<file path="src/rtl/cpu_pkg.sv">
// Shared control-bundle layout and ALUOp encodings for the 5-stage core.
// Used by decode, the ID/EX and EX/MEM registers and the hazard unit.
package cpu_pkg;

  localparam int unsigned CTRL_W        = 7;
  localparam int unsigned CTRL_ALUSRC   = 6;
  localparam int unsigned CTRL_ALUOP_HI = 5;
  localparam int unsigned CTRL_ALUOP_LO = 4;
  localparam int unsigned CTRL_MEMWRITE = 3;
  localparam int unsigned CTRL_MEMREAD  = 2;
  localparam int unsigned CTRL_MEMTOREG = 1;
  localparam int unsigned CTRL_REGWRITE = 0;

  // All-zero bundle: no register write, no memory access.
  localparam logic [CTRL_W-1:0] CTRL_NOP = '0;

  typedef enum logic [1:0] {
    ALUOP_LDST   = 2'b00,
    ALUOP_BRANCH = 2'b01,
    ALUOP_RTYPE  = 2'b10,
    ALUOP_ITYPE  = 2'b11
  } aluop_e;

  function automatic logic ctrl_has_side_effect(input logic [CTRL_W-1:0] c);
    return c[CTRL_REGWRITE] | c[CTRL_MEMWRITE] | c[CTRL_MEMREAD];
  endfunction

endpackage

</file>
<file path="src/rtl/id_ex_pipe_reg_sat_counter.sv">
// Width-parameterised saturating incrementer with async active-low clear.
module sat_counter #(
  parameter int unsigned W = 16
) (
  input  logic         clk_i,
  input  logic         rst_n_i,
  input  logic         inc_i,
  output logic [W-1:0] cnt_o
);

  logic [W-1:0] r_cnt;

  always_ff @(posedge clk_i or negedge rst_n_i) begin
    if (!rst_n_i) begin
      r_cnt <= '0;
    end else if (inc_i && (r_cnt != '1)) begin
      r_cnt <= r_cnt + W'(1);
    end
  end

  assign cnt_o = r_cnt;

endmodule

</file>
<file path="src/rtl/id_ex_pipe_reg.sv">
// ID/EX pipeline register: flush > stall > load, per-entry valid bit,
// and a saturating count of bubbles loaded into the stage.
module id_ex_pipe_reg
  import cpu_pkg::*;
#(
  parameter int unsigned XLEN  = 32,
  parameter int unsigned CNT_W = 16
) (
  input  logic              clk_i,
  input  logic              rst_n_i,
  input  logic              stall_i,
  input  logic              flush_i,
  input  logic              noop_i,
  input  logic [CTRL_W-1:0] ctrl_i,
  input  logic [XLEN-1:0]   rs1_data_i,
  input  logic [XLEN-1:0]   rs2_data_i,
  input  logic [XLEN-1:0]   imm_i,
  input  logic [9:0]        funct_i,
  input  logic [4:0]        rs1_addr_i,
  input  logic [4:0]        rs2_addr_i,
  input  logic [4:0]        rd_addr_i,
  output logic [CTRL_W-1:0] ctrl_o,
  output logic [XLEN-1:0]   rs1_data_o,
  output logic [XLEN-1:0]   rs2_data_o,
  output logic [XLEN-1:0]   imm_o,
  output logic [9:0]        funct_o,
  output logic [4:0]        rs1_addr_o,
  output logic [4:0]        rs2_addr_o,
  output logic [4:0]        rd_addr_o,
  output logic              valid_o,
  output logic [CNT_W-1:0]  bubble_cnt_o
);

  logic [CTRL_W-1:0] r_ctrl;
  logic [XLEN-1:0]   r_rs1_data;
  logic [XLEN-1:0]   r_rs2_data;
  logic [XLEN-1:0]   r_imm;
  logic [9:0]        r_funct;
  logic [4:0]        r_rs1_addr;
  logic [4:0]        r_rs2_addr;
  logic [4:0]        r_rd_addr;
  logic              r_valid;

  logic w_load;
  logic w_bubble;

  assign w_load   = !flush_i && !stall_i;
  assign w_bubble = flush_i || (w_load && noop_i);

  always_ff @(posedge clk_i or negedge rst_n_i) begin
    if (!rst_n_i) begin
      r_ctrl     <= CTRL_NOP;
      r_rs1_data <= '0;
      r_rs2_data <= '0;
      r_imm      <= '0;
      r_funct    <= '0;
      r_rs1_addr <= '0;
      r_rs2_addr <= '0;
      r_rd_addr  <= '0;
      r_valid    <= 1'b0;
    end else if (flush_i) begin
      r_ctrl     <= CTRL_NOP;
      r_rs1_data <= '0;
      r_rs2_data <= '0;
      r_imm      <= '0;
      r_funct    <= '0;
      r_rs1_addr <= '0;
      r_rs2_addr <= '0;
      r_rd_addr  <= '0;
      r_valid    <= 1'b0;
    end else if (!stall_i) begin
      // Operand fields still load on a no-op; only the control bundle is squashed.
      r_ctrl     <= noop_i ? CTRL_NOP : ctrl_i;
      r_rs1_data <= rs1_data_i;
      r_rs2_data <= rs2_data_i;
      r_imm      <= imm_i;
      r_funct    <= funct_i;
      r_rs1_addr <= rs1_addr_i;
      r_rs2_addr <= rs2_addr_i;
      r_rd_addr  <= rd_addr_i;
      r_valid    <= !noop_i;
    end
  end

  sat_counter #(
    .W (CNT_W)
  ) u_bubble_cnt (
    .clk_i   (clk_i),
    .rst_n_i (rst_n_i),
    .inc_i   (w_bubble),
    .cnt_o   (bubble_cnt_o)
  );

  assign ctrl_o     = r_ctrl;
  assign rs1_data_o = r_rs1_data;
  assign rs2_data_o = r_rs2_data;
  assign imm_o      = r_imm;
  assign funct_o    = r_funct;
  assign rs1_addr_o = r_rs1_addr;
  assign rs2_addr_o = r_rs2_addr;
  assign rd_addr_o  = r_rd_addr;
  assign valid_o    = r_valid;

endmodule
</file>
<file path="config.mk">
export PLATFORM = sky130hd
export DESIGN_NAME = id_ex_pipe_reg
export DESIGN_NICKNAME = d
export VERILOG_FILES = /design/src/rtl/cpu_pkg.sv /design/src/rtl/id_ex_pipe_reg_sat_counter.sv /design/src/rtl/id_ex_pipe_reg.sv
export SDC_FILE = /design/constraint.sdc
export NUM_CORES = 1
export LEC_CHECK = 0
export CAP_MARGIN = 20
export CORE_ASPECT_RATIO = 1.4
export CORE_MARGIN = 5
export CORE_UTILIZATION = 45
export CTS_CLUSTER_DIAMETER = 30
export DETAILED_ROUTE_END_ITERATION = 8
export GPL_TIMING_DRIVEN = 1
export HOLD_SLACK_MARGIN = 0.15
export PLACE_DENSITY = 0.86
export SLEW_MARGIN = 20
export SYNTH_ARGS = -nofsm -noshare
export SYNTH_HDL_FRONTEND = slang
export SYNTH_SLANG_ARGS = --single-unit
</file>
<file path="constraint.sdc">
create_clock -name clk_i -period 3.4 [get_ports clk_i]
set_input_delay 0.68 -clock clk_i [delete_from_list [all_inputs] [get_ports clk_i]]
set_output_delay 0.68 -clock clk_i [all_outputs]
set_load 0.01 [all_outputs]
</file>
After elaboration in Yosys (flattened, before gate mapping)

Cells that the tools add are included.

Equality and inequality tests: 2
$lt $le $gt $ge: 0
Bitwise logic cells: 0
Muxes and demuxes: 19
$mul: 0
Reductions and logical operators: 7
Div/mod/pow operators: 0
Add/subtract/negate cells: 1
Shifts and indexed selects: 0

Operators by type and width:

| cell                                                  | count |
|---|---|
| two-way mux 32 bit                                    | 6 |
| two-way mux 5 bit                                     | 6 |
| two-way mux 7 bit                                     | 3 |
| two-way mux 10 bit                                    | 2 |
| adder 16 x 1 -> 16 bit, second input constant         | 1 |
| inequality test 16 bit, second input constant         | 1 |
| logical AND 1 bit                                     | 3 |
| zero test 1 bit                                       | 3 |
| two-way mux 1 bit                                     | 2 |
| inequality test 2 x 1 -> 1 bit, second input constant | 1 |
| logical OR 1 bit                                      | 1 |

Input port bits: 133
Bits in writable memories: 0
Flip-flop bits (word level): 145
Latch bits: 0
Memory bits (read-only): 0
Output and inout port bits: 145
Word-level logic and storage cells: 39
Memories kept: 0

Depth between registers and ports, before layout

Word-level depth: 5
Mapped depth: 5
Depth with buffers taken out: 5

Hierarchy

A second synthesis with hierarchy kept.

Cells, all modules: 485
Area total of the unflattened synthesis: 6,089.6 sq um

Modules (own cells, without submodules):

| module         | seq. area each (sq um) | cells an instance | times used | area an instance (sq um) |
|---|---|---|---|---|
| id_ex_pipe_reg | 3,228.1                | 413               | 1          | 5,230.0 |
| sat_counter    | 400.4                  | 72                | 1          | 859.6 |

Worst setup path before layout

OpenSTA, ideal clock, no wires.

Kind: in2reg
From: input noop_i
To: register u_bubble_cnt.r_cnt[15] (netlist: u_bubble_cnt.cnt_o[15])
Setup slack: 1.528 ns
Cell stages on the path: 5
Buffers on the path: 1
Data required time: 3.275 ns
Library setup time: 0.125 ns
Arrival time: 1.747 ns
Cells stage by stage: buf_2 and2b_1 o2111ai_2 nor4_1 mux2_2

Cells in the longest elaborated chain, start to end: 3

Ends and longest elaborated chain:

| element              | line                             | RTL |
|---|---|---|
| start, declared      | id_ex_pipe_reg.sv:13             | `input logic noop_i,` |
| logical AND 1 bit    | id_ex_pipe_reg.sv:48             | `assign w_bubble = flush_i \|\| (w_load && noop_i);` |
| logical OR 1 bit     | id_ex_pipe_reg.sv:48             |  |
| logical AND 1 bit    | id_ex_pipe_reg_sat_counter.sv:16 | `end else if (inc_i && (r_cnt != '1)) begin` |
| end signal, assigned | id_ex_pipe_reg_sat_counter.sv:17 | `r_cnt <= r_cnt + W'(1);` |
| end, declared        | id_ex_pipe_reg_sat_counter.sv:11 | `logic [W-1:0] r_cnt;` |

No other way between the ends.
A chain may end at the register's enable or synchronous reset.

Final worst setup path

From: register u_bubble_cnt.r_cnt[8] (netlist: u_bubble_cnt.cnt_o[8])
To: output bubble_cnt_o[8]

RTL lines:

| element       | line                 | RTL |
|---|---|---|
| end, declared | id_ex_pipe_reg.sv:31 | `output logic [CNT_W-1:0] bubble_cnt_o` |

No word-level cell between the ends.

==> results.cfg <==
[clock_network]
clkTransAtPathRegs_ns = 0.07
clock_tree.root_cell = sky130_fd_sc_hd__clkbuf_16
numClockSinks = 145
cts_tree = done
post_cts_hold_buffer_count = 0
cts_inserted_buffers = 17
cts_htree_levels = 4
cts_setup_buffers = 0
max-clock-path-buffers = 2
cts-resized-gates = 0
worstSkewPairLatency_ns = 0.40

[timing]
final_max_slew_viol_count = 0
final_min_period_over_clock_period_pct = 63.2
totalNegativeSetupSlack_ns = 0
final.setup_skew_ns = 0.00996
rsz0062_at_grt = no
timing_worst_slew_pin_value_ns = 1.03
max-slew-margin-rel_pct = 31.2
fmax_mhz = 465
finalHoldViolations = 0
finalSetupViolCount = 0
clock_period_minus_final_worst_setup_slack_ns = 2.15

[synth]
synth_cell_types = 34
ys_seq_area_share_pct = 60.6
synth_cells = 498
number_of_flip_flops_and_latches_in_the_synthesized_netlist = 145
synth_area_per_cell_um2 = 12.0
yosys_warnings = 0
synth_most_common_cell = sky130_fd_sc_hd__dfrtp_1
synthDominantCellAreaShare_pct = 60.6
ys_async_sr_fraction_pct = 100
synth_enable_flop_cells = 0
synth_top_area_cell = sky130_fd_sc_hd__dfrtp_1
yosys_most_used_dff = sky130_fd_sc_hd__dfrtp_1
most_used_standard_cells_in_the_synthesized_netlist = sky130_fd_sc_hd__dfrtp_1 (145), sky130_fd_sc_hd__nor2_1 (135), sky130_fd_sc_hd__mux2i_1 (121), sky130_fd_sc_hd__buf_2 (15), sky130_fd_sc_hd__clkbuf_1 (14)
syn_nets = 632
yosys-top-cells-area = sky130_fd_sc_hd__dfrtp_1 (61%), sky130_fd_sc_hd__mux2i_1 (20%), sky130_fd_sc_hd__nor2_1 (8.5%)
synth_area_um2 = 5990

[die]
dieWidth_um = 107
floorplan.initialDensity_pct = 45.4
core-area_um2 = 13200
core.rowCount = 50
chipHeight_um = 146
floorplan.die_area_um2 = 15700
design.portCount = 278

[drt]
drtPass1Iterations = 4
initial_drt_markers = 170
dr_total_vias = 4777
antenna_left = 0
post_drt_via_cell_ratio = 4.96
avgRoutedWirePerCell_um = 18.1
drt_drc_violations_left = 0
route.final.wire_length_mm = 17.4

[power]
p_leak_nw = 4.44
powerDensity_nw_per_um2 = 497
max-vdd-ir-drop_v = 0.000309

[global_routing]
first_global_vias = 5212
largest_net_degree_at_the_start_of_global_routing = 137
globalRouteOverflowTotal = 0
grt_pass1_wl_mm = 27.4
groute.usage.overall_pct = 22.0
grt_antenna_before_repair = 1

[setup_path]
timing.reg2reg.worst_path_depth = 5
timing.critical_path.from_type = flip-flop
critical_path.n_buffers_inverters = 1
worstPathRequired_ns = 2.72
cp_endpoint_kind = output port
highest_delay_cell_along_the_critical_path = sky130_fd_sc_hd__clkdlybuf4s50_1
path_max_fanout = 5
critical-path-top-delay-family = buffers and inverters
crit-reg2reg-launch = u_bubble_cnt.cnt_o[1]
cp_num_cells = 1
arrival_ns = 1.47
critical_path_class = flip-flop to output port
worstSetupStartpoint = u_bubble_cnt.cnt_o[8]
crit_path_cell_trace = clkdlybuf4s50_1
critical_path.max_stage_delay_ns = 0.60
r2r-end = u_bubble_cnt.cnt_o[1]
rrSetupSlack_ns = 1.54
worstSetupEndpoint = bubble_cnt_o[8]

[cells_and_area]
num-fill-cells = 899
area.growth.synth_to_final_pct = 58.8
fin_util_pct = 72.0
nets = 902
post_route_cells_drive_above_1_share_pct = 5.77

[run_status]
run_status = finished, final reports clean

[worst_hold_path]
hold_class = primary input to asynchronous set/reset pin

[place]
finalWeightedCongestion = 0.783
dp_hpwl_mm = 12.8
numPortBuffers = 277

[job]
cap_violations = 0
==> per-layer routing <==
metal	up-vias	share of wire [%]	track usage, %
li1	2217	-	-
met1	2325	36	24.4
met2	206	52	38.2
met3	29	8.8	8.45
met4	0	2.7	7.58
met5	-	0	0
==> stage by stage <==
step | area, um^2 | hold slack [ns] | setup WS, ns | cells | power (mW)
3_5_place_dp | 8910 | 0.512 | 0.836 | 931 | 2.89
6_report | 9510 | 0.303 | 1.25 | 963 | 4.73
5_1_grt | 9510 | 0.364 | 1.17 | 963 | 4.93
3_3_place_gp | 8910 | 0.499 | 0.869 | 931 | 2.86
4_1_cts | 9510 | 0.328 | 1.23 | 962 | 4.78
2_1_floorplan | 5990 | 0.384 | 1.53 | 498 | 2.34
==> power breakdown <==
part	leakage [nW]	total [mW]	internal [mW]	switching, mW
combinational	2.25	0.871	0.510	0.360
clock	0.284	1.86	1.16	0.707
sequential	1.91	1.99	1.86	0.132
==> area by class of cell <==
class / instances / area [um^2] / share of cell area [%]
Antenna cell: 1 / 2.50 / 0.0263
Clock buffer: 19 / 433 / 4.55
Clock inverter: 12 / 159 / 1.67
Sequential cell: 145 / 3630 / 38.2
Timing Repair Buffer: 282 / 2840 / 29.8
Tap cell: 182 / 228 / 2.39
Multi-Input combinational cell: 320 / 2220 / 23.3
Inverter: 2 / 7.51 / 0.0789
==> flip-flops by register name (all words and copies together), names as in the netlist <==
name and cells:
imm_o 32, rs1_data_o 32, rs2_data_o 32, u_bubble_cnt.cnt_o 16
funct_o 10, ctrl_o 7, rd_addr_o 5, rs1_addr_o 5
rs2_addr_o 5, valid_o 1
==> cells by family (layout without fill, tap and decap cells) <==
kind of cell | after synthesis | after routing | synth area share (%)
buffers and inverters | 33 | 315 | 2.38
adders and majority gates | 1 | 1 | 0.209
and+or+nand+nor | 172 | 172 | 13.0
muxes | 123 | 123 | 20.7
AOI/OAI and AO/OA | 11 | 11 | 1.23
other | 0 | 1 | 0
xor gates and xnor gates | 13 | 13 | 1.90
DFF | 145 | 145 | 60.6
==> how the worst min path moves through the flow <==
stage               startpoint        end  slack [ns]  cells after the start
floorplan              rst_n_i  ctrl_o[0]        0.38                      0
global placement     ctrl_o[3]  ctrl_o[3]        0.50                      2
detailed placement   imm_o[11]  imm_o[11]        0.51                      2
CTS                    rst_n_i  imm_o[15]        0.33                      1
global route           rst_n_i  imm_o[14]        0.36                      1
finish                 rst_n_i  imm_o[15]        0.30                      1
==> layout by cell type (no fill, tap or decap), types with 2 or more instances in the layout <==
master / netlist / routed
sky130_fd_sc_hd__nor2_1: 135 / 135
sky130_fd_sc_hd__xor2_1: 11 / 11
sky130_fd_sc_hd__and3_1: 2 / 2
sky130_fd_sc_hd__xnor2_1: 2 / 2
sky130_fd_sc_hd__buf_12: 0 / 2
sky130_fd_sc_hd__clkbuf_1: 14 / 2
sky130_fd_sc_hd__nand3_1: 3 / 3
sky130_fd_sc_hd__clkinv_4: 0 / 3
sky130_fd_sc_hd__buf_6: 0 / 2
sky130_fd_sc_hd__nor3_1: 5 / 5
sky130_fd_sc_hd__nor3b_1: 9 / 9
sky130_fd_sc_hd__clkinvlp_4: 0 / 2
sky130_fd_sc_hd__inv_1: 2 / 2
sky130_fd_sc_hd__clkbuf_16: 0 / 17
sky130_fd_sc_hd__nand2_1: 5 / 5
sky130_fd_sc_hd__clkinv_2: 0 / 2
sky130_fd_sc_hd__a21oi_1: 6 / 6
sky130_fd_sc_hd__nor4_1: 3 / 3
sky130_fd_sc_hd__buf_4: 0 / 4
sky130_fd_sc_hd__mux2i_1: 121 / 121
sky130_fd_sc_hd__bufinv_16: 0 / 3
sky130_fd_sc_hd__clkdlybuf4s50_1: 0 / 274
sky130_fd_sc_hd__dfrtp_1: 145 / 145
sky130_fd_sc_hd__inv_6: 0 / 2
Power figures use the tool's default switching activity.
